## config.mk

```make
export PLATFORM = sky130hd
export DESIGN_NAME = pipe_stage_reg
export DESIGN_NICKNAME = d
export VERILOG_FILES = /design/src/rtl/pipe_stage_reg.sv
export SDC_FILE = /design/constraint.sdc
export NUM_CORES = 1
export LEC_CHECK = 0
export ABC_AREA = 1
export ABC_CLOCK_PERIOD_IN_PS = 1650
export CAP_MARGIN = 20
export CORE_MARGIN = 5
export CORE_UTILIZATION = 25
export DETAILED_ROUTE_END_ITERATION = 7
export MAX_ROUTING_LAYER = met4
export PLACE_DENSITY = 0.52
export SETUP_SLACK_MARGIN = 0.2
export SLEW_MARGIN = 20
export SYNTH_ARGS = -nofsm -noshare
export SYNTH_HDL_FRONTEND = slang
export SYNTH_SLANG_ARGS = --single-unit
```

## constraint.sdc

```tcl
create_clock -name clk -period 1.65 [get_ports clk]
set_input_delay 0.2475 -clock clk [delete_from_list [all_inputs] [get_ports clk]]
set_output_delay 0.2475 -clock clk [all_outputs]
set_load 0.05 [all_outputs]
```

## src/rtl/pipe_stage_reg.sv

```systemverilog
`default_nettype none
// ============================================================================
//  Module      : pipe_stage_reg
//  Description : Handshaked pipeline stage register (pc, ins, data, rd, gwe)
//                with flush, optional 2-entry skid buffer and a saturating
//                bubble counter.
//  Revision    : 1.0  initial release
// ============================================================================
module pipe_stage_reg #(
  parameter int          DATA_W   = 32,
  parameter int          REG_W    = 5,
  parameter logic [31:0] PC_RESET = 32'h3000,
  parameter int          SKID     = 1,
  parameter int          CNT_W    = 16
) (
  input  logic              clk,
  input  logic              reset,
  input  logic              flush,
  input  logic              I_valid,
  output logic              O_ready,
  input  logic [31:0]       I_pc,
  input  logic [31:0]       I_ins,
  input  logic [DATA_W-1:0] I_data,
  input  logic [REG_W-1:0]  I_rd,
  input  logic              I_gwe,
  output logic              O_valid,
  input  logic              I_ready,
  output logic [31:0]       O_pc,
  output logic [31:0]       O_ins,
  output logic [DATA_W-1:0] O_data,
  output logic [REG_W-1:0]  O_rd,
  output logic              O_gwe,
  output logic [CNT_W-1:0]  O_bubble_cnt
);

  typedef struct packed {
    logic [31:0]       pc;
    logic [31:0]       ins;
    logic [DATA_W-1:0] data;
    logic [REG_W-1:0]  rd;
    logic              gwe;
  } entry_t;

  typedef enum logic [1:0] {
    S_EMPTY = 2'd0,
    S_ONE   = 2'd1,
    S_TWO   = 2'd2
  } state_t;

  localparam entry_t           C_EMPTY   = {PC_RESET, 32'd0, {DATA_W{1'b0}}, {REG_W{1'b0}}, 1'b0};
  localparam logic [CNT_W-1:0] C_CNT_ONE = {{(CNT_W-1){1'b0}}, 1'b1};
  localparam logic [CNT_W-1:0] C_CNT_MAX = {CNT_W{1'b1}};

  state_t           r_state;
  state_t           w_state_nxt;
  entry_t           r_main;
  entry_t           r_skid;
  entry_t           w_in;
  logic [CNT_W-1:0] r_bubble_cnt;
  logic             w_valid;
  logic             w_ready;
  logic             w_in_xfer;
  logic             w_out_xfer;
  logic             w_main_ld_in;
  logic             w_main_ld_skid;
  logic             w_skid_ld_in;

  assign w_in       = {I_pc, I_ins, I_data, I_rd, I_gwe};
  assign w_valid    = (r_state != S_EMPTY);
  assign w_in_xfer  = I_valid & w_ready;
  assign w_out_xfer = w_valid & I_ready;

  generate
    if (SKID != 0) begin : g_skid
      // Ready comes from registered state only, breaking the I_ready path.
      assign w_ready = (r_state != S_TWO);
    end else begin : g_no_skid
      // Single entry: accept when empty or when the head leaves this cycle.
      assign w_ready = !w_valid | I_ready;
    end
  endgenerate

  // Next-state and entry-load decode from the two transfer strobes.
  always_comb begin
    w_state_nxt    = r_state;
    w_main_ld_in   = 1'b0;
    w_main_ld_skid = 1'b0;
    w_skid_ld_in   = 1'b0;
    case (r_state)
      S_EMPTY: begin
        if (w_in_xfer) begin
          w_state_nxt  = S_ONE;
          w_main_ld_in = 1'b1;
        end
      end
      S_ONE: begin
        if (w_in_xfer && w_out_xfer) begin
          w_main_ld_in = 1'b1;
        end else if (w_in_xfer) begin
          w_state_nxt  = S_TWO;
          w_skid_ld_in = 1'b1;
        end else if (w_out_xfer) begin
          w_state_nxt  = S_EMPTY;
        end
      end
      S_TWO: begin
        if (w_out_xfer) begin
          w_state_nxt    = S_ONE;
          w_main_ld_skid = 1'b1;
        end
      end
      default: begin
        w_state_nxt = S_EMPTY;
      end
    endcase
  end

  // State register; flush empties the stage and drops any same-cycle beat.
  always_ff @(posedge clk) begin
    if (reset || flush) begin
      r_state <= S_EMPTY;
    end else begin
      r_state <= w_state_nxt;
    end
  end

  // Entry storage; an emptied head keeps its last contents until reloaded.
  always_ff @(posedge clk) begin
    if (reset || flush) begin
      r_main <= C_EMPTY;
      r_skid <= C_EMPTY;
    end else begin
      if (w_main_ld_in) begin
        r_main <= w_in;
      end else if (w_main_ld_skid) begin
        r_main <= r_skid;
      end
      if (w_skid_ld_in) begin
        r_skid <= w_in;
      end
    end
  end

  // Saturating count of cycles without a valid head; only reset clears it.
  always_ff @(posedge clk) begin
    if (reset) begin
      r_bubble_cnt <= '0;
    end else if (!w_valid && (r_bubble_cnt != C_CNT_MAX)) begin
      r_bubble_cnt <= r_bubble_cnt + C_CNT_ONE;
    end
  end

  assign O_ready      = w_ready;
  assign O_valid      = w_valid;
  assign O_pc         = r_main.pc;
  assign O_ins        = w_valid ? r_main.ins : 32'd0;
  assign O_data       = r_main.data;
  assign O_rd         = r_main.rd;
  assign O_gwe        = r_main.gwe & w_valid;
  assign O_bubble_cnt = r_bubble_cnt;

endmodule
`default_nettype wire

```

* Yosys cells after proc, flatten, opt, wreduce, memory -nomap -nowiden *
Index checks and enable logic that the tools add are counted.

storage, ports and cells
  flip-flop bits (word level) = 222
  logic and storage cells = 48

operators by class
  add/subtract/negate cells = 1
  equality and inequality tests = 8
  muxes and demuxes = 16
  bitwise logic cells = 3
  reduce and logical (&&, ||, !) cells = 8

operators with widths
  operator                                                         count
  102-bit two-way mux                                              2
  32-bit two-way mux                                               1
  16-bit by 1-bit adder with 16-bit output, second input constant  1
  16-bit != test, second input constant                            1
  2-bit two-way mux                                                5
  2-bit != test, second input constant                             4
  1-bit two-way mux                                                6
  2-bit case mux with 3 select lines                               1
  4-bit AND reduction                                              1
  2-bit nonzero test                                               2
  1-bit AND                                                        3
  3-bit != test, second input constant                             1
  2-bit by 1-bit == test with 1-bit output, second input constant  1
  2-bit == test, second input constant                             1
  1-bit logical AND                                                2
  2-bit logical NOT                                                1
  1-bit case mux with 2 select lines                               1
  1-bit logical NOT                                                1
  1-bit logical OR                                                 1

* Logic depth before layout (Yosys ltp) *
Gate-level depths: netlist of the first run.

  depth after elaboration = 6
  mapped depth = 10

* Worst setup path before layout of the first run *
No wires, ideal clock.

  path kind = register to register
  from = register r_bubble_cnt[1], in the netlist O_bubble_cnt[1]
  to = register r_bubble_cnt[1], in the netlist O_bubble_cnt[1]
  setup time = 0.116 ns
  arrival time = 1.824 ns
  setup slack = -0.289 ns
  cell stages (with the launch flop) = 10
  buffers on the path = 1
  clock period less this slack = 1.939 ns
  cells stage by stage = dfxtp_1 -> ha_1 -> nand3_2 -> inv_1 -> nand2_1 -> nor2_1 -> nor2_4 -> buf_6 -> nor2_1 -> nor2_1

on the way
  longest elaborated chain between the ends = 2
  elaborated cells between the ends (all ways) = 3

RTL lines
  item                                                                              RTL line  RTL
  start, declared                                                                   59        logic [CNT_W-1:0] r_bubble_cnt;
  start signal, assigned                                                            149       r_bubble_cnt <= r_bubble_cnt + C_CNT_ONE;
  branches (longest 2 deep; another with 16-bit by 1-bit adder with 16-bit output)  -

Several ways; the timed one is not identified.
A chain may end at the register's enable or synchronous reset.

* Worst setup path in the final report of the first run *
  from = register r_state[0]
  to = output O_ready

on the way
  longest elaborated chain between the ends = 1

RTL lines
  item                    RTL line  RTL
  start, declared         54        state_t r_state;
  start signal, assigned  123       r_state <= w_state_nxt;
  2-bit != test           76        assign w_ready = (r_state != S_TWO);
  end, declared           20        output logic O_ready,

Every way passes these cells.

==> run metrics, run 1 <==
FILL cells=roughly 3700; WL/cell=19.82 microns; Pre-Repair DR Iteration Count=5; WP data required=1400 ps; total number of vias=9349; Reg2Reg Depth=10; flop2flop setup slack=-50 ps; Die Ht=203.5 microns; cells after synthesis=1220; final setup skew=8.598 ps; Synth Warn #=0; clock slew at reported path FFs=60 ps; crit-path max FO=2; mapped cell area=9363 sq um; worst hold start=I_pc[14]; Multi-input gate area=4168 sq um; Placed Cells incl. Taps=1799; Pwr Density=about 960 nW/um^2; Vias/cell=4.852; Num CTS Buffers=27; static leakage=5.875 nW; boundary pin count=between 200 and 250; Layout Nets=1547; sequential share of the synthesized area=0.4747; worst path arrival time=1500 ps; Seq pwr share=0.391; synthesized area per cell=7.674 sq um; GRT Total Usage=0.1415; critical path cell sequence=buf_4, buf_4, nor2_4, inv_1, buf_6; hold crit path type=in2reg; Overflow after GRT=0; root buf cell=clkbuf_16; startpoint types=flop; critical path class=reg2out; core area=36790 sq um; P_int=10.55 mW; Logic pwr share=0.153; initial antenna violation count=1; placed wire-length estimate=19670 microns; global placer's final weighted congestion=about 0.76; Finished Layout Cells=1927; final worst slack=-102.4 ps; clk sinks=between 200 and 250; NetSw=3.738 mW; CTS tree=done; antenna-violating nets left=0; Post-Route Utilization=0.4030; Layout Area Growth over Synthesis=58.32%; count of state elements after synthesis=approximately 220; Setup crit end kind=output pin; clock power share=0.455; global-route wire length before repair=approximately 47000 microns; clock latency on the worst-skew pair=roughly 540 ps; clk buf depth=3; outcome=complete, but fails checks; endpoint of the worst register-to-register path=O_data[20]; Starting Density=0.2545; Tcrit/Tclk final=1.062; Critical path origin=r_state[0]; Fin Setup TNS=-2711 ps; full die area=41420 sq um; max-cap viol count=0; VDD IR max=0.8250 mV; worst rel slew slack=0.7932; Synth top area share=0.4747; Critical-path top delay cell=dfxtp_4; Top delay family on crit path=buffers and inverters; R2R Path Start=r_state[0]; Tightest Pin Transition=308.1 ps; vias in the first global route=8320; H-tree Lvls=1; most frequent CP cell=buf_4; leading post-synthesis cells by cell area=dfxtp_1, nor2_1, o22ai_1; cell taking the most area after synthesis=dfxtp_1; largest net degree at the start of global routing=58; FP Rows=70; Reg area=4494 sq um; share of layout cells above drive strength 1=0.3025; Port Buffer Count=226; switching portion of total power=0.2616; CTS Hold Buffers Added=0; fmax=570.6 MHz; Setup violations, final=67; Post-route DRC=0; Slew Limit Fails=0; min cycle time layout=1752 ps; total routed wirelength=around 38000 microns; WP buf/inv=4; Mapped Nets=1328; RSZ-0062 raised after global routing=true; Hold Vio Cnt, Final=0; Critical Path Max Stage Delay=350 ps; hold-critical path depth=3; synth unique cells=28; die width=203.5 microns; failing checks=setup timing; Hold Path Sink=r_skid[84]; Detailed Route Iter0 Violations=438; total power draw=14.29 mW
==> worst register-to-register path, delay by kind of cell, from the launching register on <==
family                 cells  cell delay, ps
buffers and inverters      6             870
flip-flops                 1             350
AO/OA/AOI/OAI              1              70
AND/OR/NAND/NOR            3             300
==> repair_timing <==
action                                  4_1_cts  5_1_grt
pin swaps                                     2       34
cloned                                        1       50
endpoints found under the setup margin      159      238
buffers inserted                              3       25
gates resized for setup                      58      223
==> layout by cell type, fill, tap and decap left out, types with 3 or more instances in the layout <==
cell type	n
nand2_8	3
clkdlybuf4s50_1	106
xnor2_1	4
clkbuf_16	62
o22ai_1	99
nand2_4	3
buf_4	108
nor2_2	54
dfxtp_2	7
o21ai_0	78
nor2_4	11
bufinv_16	4
dfxtp_4	11
clkbuf_8	6
buf_6	52
a21oi_2	27
nor2_1	196
inv_2	5
nand3_1	6
buf_12	34
dfxtp_1	204
a21oi_1	87
o21ai_1	115
inv_1	49
nand2_1	61
o21ai_2	18
nand4_1	3
buf_8	10
nand2_2	5
buf_16	8
clkinv_2	4
==> registers in the layout, indices dropped and copies added, names as in the netlist <==
signal        count
r_skid          102
r_main           33
O_data           32
O_pc             32
O_bubble_cnt     16
O_rd              5
r_state           2
==> metrics by stage <==
stage / worst slack (ps) / instance area (sq um) / hold WS [ps]
5_1_grt: -173.4 / 14820 / 317.6
4_1_cts: -125.7 / 12870 / 285.0
6_report: -102.4 / 14820 / 323.1
3_5_place_dp: -227.3 / 11650 / 474.2
3_3_place_gp: -175.1 / 11650 / 467.9
2_1_floorplan: 112.0 / 9415 / 377.9
==> layer usage <==
metal  wire [microns]  GRT usage
met4              763    0.03035
met5                0          -
met3             2099    0.03339
met2            18440     0.2271
met1            16890     0.1831
==> how the worst max path moves through the flow <==
stage / endpoint / slack [ps] / cells past startpoint
floorplan: O_ins[10] / 110 / 3
global placement: O_rd[3] / -180 / 8
detailed placement: O_rd[3] / -230 / 8
CTS: O_valid / -130 / 4
global route: O_ins[27] / -170 / 4
finish: O_ready / -100 / 5
==> power by group through the flow <==
stage / clock network (mW) / logic [mW] / registers [mW]
final: 6.50 / 2.19 / 5.59
after global routing: 6.91 / 2.32 / 5.61
after CTS: 6.66 / 1.71 / 5.59
after detailed placement: 0 / 1.67 / 5.71
after global placement: 0 / 1.66 / 5.71
after floorplan: 0 / 0.999 / 5.71
==> cell type report <==
| type | count | share of cell area |
|---|---|---|
| antenna | 1 | 0.0001688 |
| clock buffer | 37 | 0.05503 |
| clock inverter | 11 | 0.01106 |
| inverter | 56 | 0.01612 |
| multi-input combinational | 780 | 0.2812 |
| sequential | 222 | 0.3032 |
| tap | 468 | 0.03950 |
| timing repair buffer | 351 | 0.2924 |
| timing repair inverter | 1 | 0.001351 |
==> cell usage after synthesis <==
cell	instances
nor2_1	256
dfxtp_1	222
o21ai_0	121
a21oi_1	114
o22ai_1	99
o21ai_1	90
buf_4	70
nand2_1	69
inv_1	52
clkbuf_1	51
buf_2	29
buf_6	12
nand3_1	6
inv_2	4
xnor2_1	4
nand4_1	3
nor2_4	3
nand2_2	2
nor2_2	2
o211ai_1	2
xor2_1	2
a311oi_1	1
clkbuf_2	1
ha_1	1
mux2i_1	1
nand3_2	1
nand3b_1	1
o21ai_4	1
==> cells by family (layout without fill, tap and decap cells) <==
kind of cell,count (synthesis),count (layout),synth area share
XOR/XNOR,6,6,0.005613
adder cells (fa/ha/maj),1,1,0.001336
buffers and inverters,219,456,0.1295
other,0,1,0
AO/OA/AOI/OAI,428,428,0.2442
flip-flops,222,222,0.4747
AND/OR/NAND/NOR,343,344,0.1437
multiplexers,1,1,0.001069
Note: power is estimated with default switching activity, not from simulation.
==> run 2, diff against run 1 <==
- CAP_MARGIN: 20 -> 30
- CORE_MARGIN: 5 -> 1
==> run metrics, run 2 (synthesis gave the netlist of run 1 again) <==
clk buf depth=3 (unchanged); CTS tree=done; top flop regs=r_skid: 102 flops, r_main: 33 flops; Reg area=4484 sq um (-0.22%); Tcrit/Tclk final=1.065 (+0.003325); total number of vias=9136 (-2.3%); total routed wirelength=34310 microns (-10%); startpoint types=flop; worst path arrival time=1510 ps (about the same); max-cap viol count=0 (unchanged); Layout Nets=1524 (-1.5%); Layout Area Growth over Synthesis=55.82%; vias in the first global route=8424 (+1.3%); Starting Density=0.2551 (+0.0006075); full die area=38230 sq um (-7.7%); Slew Limit Fails=0 (unchanged); worst rel slew slack=0.6994 (-0.09382); boundary pin count=227 (unchanged); critical path class=reg2out; Multi-input gate area=4370 sq um (+4.9%); initial antenna violation count=2 (+1); hold crit path type=in2reg; global placer's final weighted congestion=0.7924 (+4.2%); commonest non-fill, non-tap cell in the layout=nor2_1; core area=36700 sq um (-0.24%); Vias/cell=4.808 (-0.89%); H-tree Lvls=1 (unchanged); GRT Total Usage=0.1564 (+0.01494); Hold Vio Cnt, Final=0 (unchanged); FILL cells=3569 (-2.2%); share of layout cells above drive strength 1=0.3056 (+0.003125); WL/cell=18.06 microns (-8.9%); Pre-Repair DR Iteration Count=5 (unchanged); max reg flops=102 (unchanged); Overflow after GRT=0 (unchanged); clk sinks=222 (unchanged); final worst slack=-107.9 ps (-5.487 ps); Post-route DRC=0 (unchanged); crit-path max FO=22 (+20); global-route wire length before repair=46900 microns (-0.23%); Port Buffer Count=226 (unchanged); Num CTS Buffers=27 (unchanged); largest net degree at the start of global routing=83 (+43%); Die Ht=195.5 microns (-3.9%); static leakage=5.600 nW (-4.7%); Detailed Route Iter0 Violations=478 (+9.1%); antenna-violating nets left=0 (unchanged); clock slew at reported path FFs=60 ps (about the same); Post-Route Utilization=0.3975 (-0.005414); min cycle time layout=1758 ps (+5.487 ps); RSZ-0062 raised after global routing=true; Setup crit end kind=output pin; VDD IR max=0.6237 mV (-24%); outcome=complete, but fails checks; clock latency on the worst-skew pair=540 ps (about the same); root buf cell=clkbuf_16; Pwr Density=900.3 nW/um^2 (-6.6%); Biggest register=r_skid; FP Rows=70 (unchanged); worst slack at placement=-174.9 ps (+52.44 ps); Fin Setup TNS=-2898 ps (-187.6 ps); WP data required=1400 ps (about the same); Tightest Pin Transition=450.9 ps (+142.8 ps); final setup skew=12.91 ps (+4.307 ps); die width=195.5 microns (-3.9%); fmax=568.9 MHz (-0.31%); Setup violations, final=35 (-48%); commonest non-fill, non-tap cells in the layout=nor2_1, dfxtp_1, buf_4; placed wire-length estimate=18600 microns (-5.5%); failing checks=setup timing
-- run 2: cell type report --
cell class,count,area share
repair inverters,1,0.0006003
inverters,56,0.01578
repair buffers,328,0.2825
clock buffers,40,0.05240
well taps,468,0.04014
flip-flops and latches,222,0.3074
diodes,2,0.0003431
clock inverters,3,0.001286
multi-input cells,780,0.2996
-- run 2: routing by layer --
layer | global-route usage | up-vias | routed length (microns)
li1 | - | 4466 | -
met5 | - | - | 0
met1 | 0.2007 | 4372 | 15150
met3 | 0.03454 | 46 | 1909
met2 | 0.2497 | 252 | 16550
met4 | 0.03558 | 0 | 706
-- run 2: metrics by stage --
stage	hold WS, ps	std cells	instance area, sq um	power, mW
6_report	322.3	1900	14590	13.13
5_1_grt	323.5	1900	14590	13.67
4_1_cts	291.3	1852	13120	12.92
3_5_place_dp	467.5	1801	12040	7.365
3_3_place_gp	462.5	1801	12040	7.354
2_1_floorplan	377.9	1220	9415	6.706
-- run 2: timing repair --
action                                  in CTS  in global routing
pin swaps                                    2                 76
buffers inserted                             5                 15
cloned                                       3                 31
resized for setup                           55                201
hold buffers                                 0                  0
hold endpoints to repair                     0                  0
endpoints found under the setup margin     134                182
-- run 2: worst max-delay path, stage by stage (launching register included) --
cell     delay [ps]
dfxtp_2         340
nor2_4          160
buf_12          230
nor2_2           80
buf_12          150
-- run 2: report_power, final --
group	internal (mW)	switching [mW]	leakage [nW]
Clock	3.16	2.27	0.384
Sequential	5.50	0.0962	1.81
Combinational	0.912	1.20	3.40
-- run 2: final timing paths --
check             startpoint         end  slack (ps)  cells after the start
setup reg to reg  r_state[0]   r_skid[7]          30                      9
setup / recovery  r_state[1]   O_ins[15]        -110                      4
hold / removal     I_ins[30]  r_skid[68]         320                      3
hold reg to reg     O_pc[13]    O_pc[13]         480                      2
==> run 3, diff against run 2 <==
- CAP_MARGIN: 30 -> not set
- REMOVE_ABC_BUFFERS: not set -> 1
- TNS_END_PERCENT: not set -> 5
==> run metrics, run 3 (synthesis gave the netlist of run 1 again) <==
largest net degree at the start of global routing=43 (-48%); clock slew at reported path FFs=60 ps (about the same); Seq pwr share=0.431 (+0.005); core area=36700 sq um (unchanged); critical path class=reg2out; WL/cell=15.41 microns (-15%); placed wire-length estimate=19120 microns (+2.8%); commonest non-fill, non-tap cell in the layout=dfxtp_1; Critical-path top delay cell=dfxtp_2; Post-Route Utilization=0.3775 (-0.02008); Port Buffer Count=226 (unchanged); failing checks=setup timing; commonest non-fill, non-tap cells in the layout=dfxtp_1, nor2_1, buf_4; Setup crit end kind=output pin; Overflow after GRT=0 (unchanged); max reg flops=102 (unchanged); CTS tree=done; min cycle time layout=1757 ps (-0.5380 ps); share of layout cells above drive strength 1=0.3200 (+0.01438); Pre-Repair DR Iteration Count=5 (unchanged); Tightest Pin Transition=423.2 ps (-27.69 ps); Layout Nets=1515 (-0.59%); FP Rows=70 (unchanged); Antenna Cells=0 (-2); full die area=38230 sq um (unchanged); Num CTS Buffers=26 (-3.7%); global-route wire length before repair=46300 microns (-1.3%); root buf cell=clkbuf_16; Tcrit/Tclk final=1.065 (about the same); switching portion of total power=0.2657 (-0.005595); GRT Total Usage=0.1523 (-0.004057); clk buf depth=3 (unchanged); startpoint types=flop; WP buf/inv=3 (+1); Detailed Route Iter0 Violations=406 (-15%); Slew Limit Fails=0 (unchanged); total routed wirelength=29120 microns (-15%); H-tree Lvls=1 (unchanged); clock power share=0.423 (+0.010); worst path arrival time=1510 ps (about the same); top flop regs=r_skid: 102 flops, r_main: 33 flops; crit-path max FO=10 (-55%); CTS Hold Buffers Added=0 (unchanged); Biggest register=r_skid; clock latency on the worst-skew pair=530 ps (about the same); Top delay family on crit path=buffers and inverters; outcome=complete, but fails checks; Layout Area Growth over Synthesis=47.95%; Vias/cell=4.671 (-2.9%); hold crit path type=in2reg; total number of vias=8828 (-3.4%); post-place instance area=11850 sq um (-1.6%); static leakage=5.379 nW (-3.9%); antenna-violating nets left=0 (unchanged); critical path cell sequence=nor2_4, buf_12, buf_12, nor2_2, buf_6; die width=195.5 microns (unchanged); most frequent CP cell=buf_12; final worst slack=-107.4 ps (+0.5380 ps); Starting Density=0.2551 (unchanged); initial antenna violation count=0 (-2); final setup skew=10.29 ps (-2.620 ps); worst rel slew slack=0.7172 (+0.01779); flop2flop setup slack=30 ps (about the same); Setup violations, final=34 (-2.9%); Die Ht=195.5 microns (unchanged); WP data required=1400 ps (about the same); Post-route DRC=0 (unchanged); Pwr Density=941.2 nW/um^2 (+4.5%); P_int=9.573 mW (about the same); Logic pwr share=0.147 (-0.014); clk sinks=222 (unchanged); RSZ-0062 raised after global routing=true; max-cap viol count=0 (unchanged); global placer's final weighted congestion=0.8177 (+3.2%); final instance area=13850 sq um (-5.1%); boundary pin count=227 (unchanged); Hold Vio Cnt, Final=0 (unchanged); NetSw=3.465 mW (-2.8%); Critical Path Max Stage Delay=330 ps (about the same); vias in the first global route=8654 (+2.7%); fmax=569.0 MHz (about the same); VDD IR max=0.6008 mV (-3.7%)
[run 3: worst min-delay path, cell delays in order]
cell and delay (ps):
clkdlybuf4s50_1 420, nor2_1 100, nor2_1 50
[run 3: final cells by class]
| cell class | instances | area [sq um] |
|---|---|---|
| clock buffer | 39 | 790.8 |
| inverter | 56 | 227.7 |
| clock inverter | 4 | 20.02 |
| tap | 468 | 585.6 |
| fill | 3741 | 22850 |
| multi-input combinational | 779 | 4412 |
| sequential | 222 | 4458 |
| timing repair buffer | 322 | 3358 |
[run 3: layer usage]
| metal | track usage | vias up | share of wire |
|---|---|---|---|
| li1 | - | 4441 | - |
| met1 | 0.2009 | 4139 | 0.47 |
| met2 | 0.2422 | 217 | 0.46 |
| met3 | 0.02884 | 31 | 0.057 |
| met4 | 0.03004 | 0 | 0.013 |
| met5 | - | - | 0 |
[run 3: power groups by stage]
stage          clock network [mW]  logic (mW)  registers (mW)
2_1_floorplan                   0       0.532            5.98
3_3_place_gp                    0        1.69            5.71
3_5_place_dp                    0        1.70            5.71
4_1_cts                      5.71        1.89            5.61
5_1_grt                      5.92        2.04            5.63
6_report                     5.51        1.91            5.61
[run 3: timing repair]
| item | CTS | global route |
|---|---|---|
| pin swaps | 47 | 41 |
| gates cloned | 1 | 0 |
| setup endpoints to repair | 202 | 268 |
| endpoints found under the hold margin | 0 | 0 |
| gates resized for setup | 277 | 62 |
| buffers inserted | 7 | 0 |
[run 3: worst paths after layout]
check / from / endpoint / depth (start not counted)
hold reg to reg: r_skid[82] / r_skid[82] / 2
setup reg to reg: r_state[1] / O_pc[4] / 9
setup / recovery: r_state[1] / O_ins[25] / 5
hold / removal: I_ins[25] / r_skid[63] / 3
[run 3: through the flow]
stage / hold slack [ps] / setup WS, ps / total power, mW / std cells / TNS, ps
after CTS: 302.4 / -132.9 / 13.21 / 1890 / -4043
after global routing: 330.2 / -182.0 / 13.58 / 1890 / -6101
after global placement: 470.8 / -197.6 / 7.402 / 1839 / -31550
final: 332.5 / -107.4 / 13.04 / 1890 / -2963
after floorplan: 316.6 / -3360 / 6.512 / 1057 / -676780
after detailed placement: 483.6 / -199.1 / 7.406 / 1839 / -27230
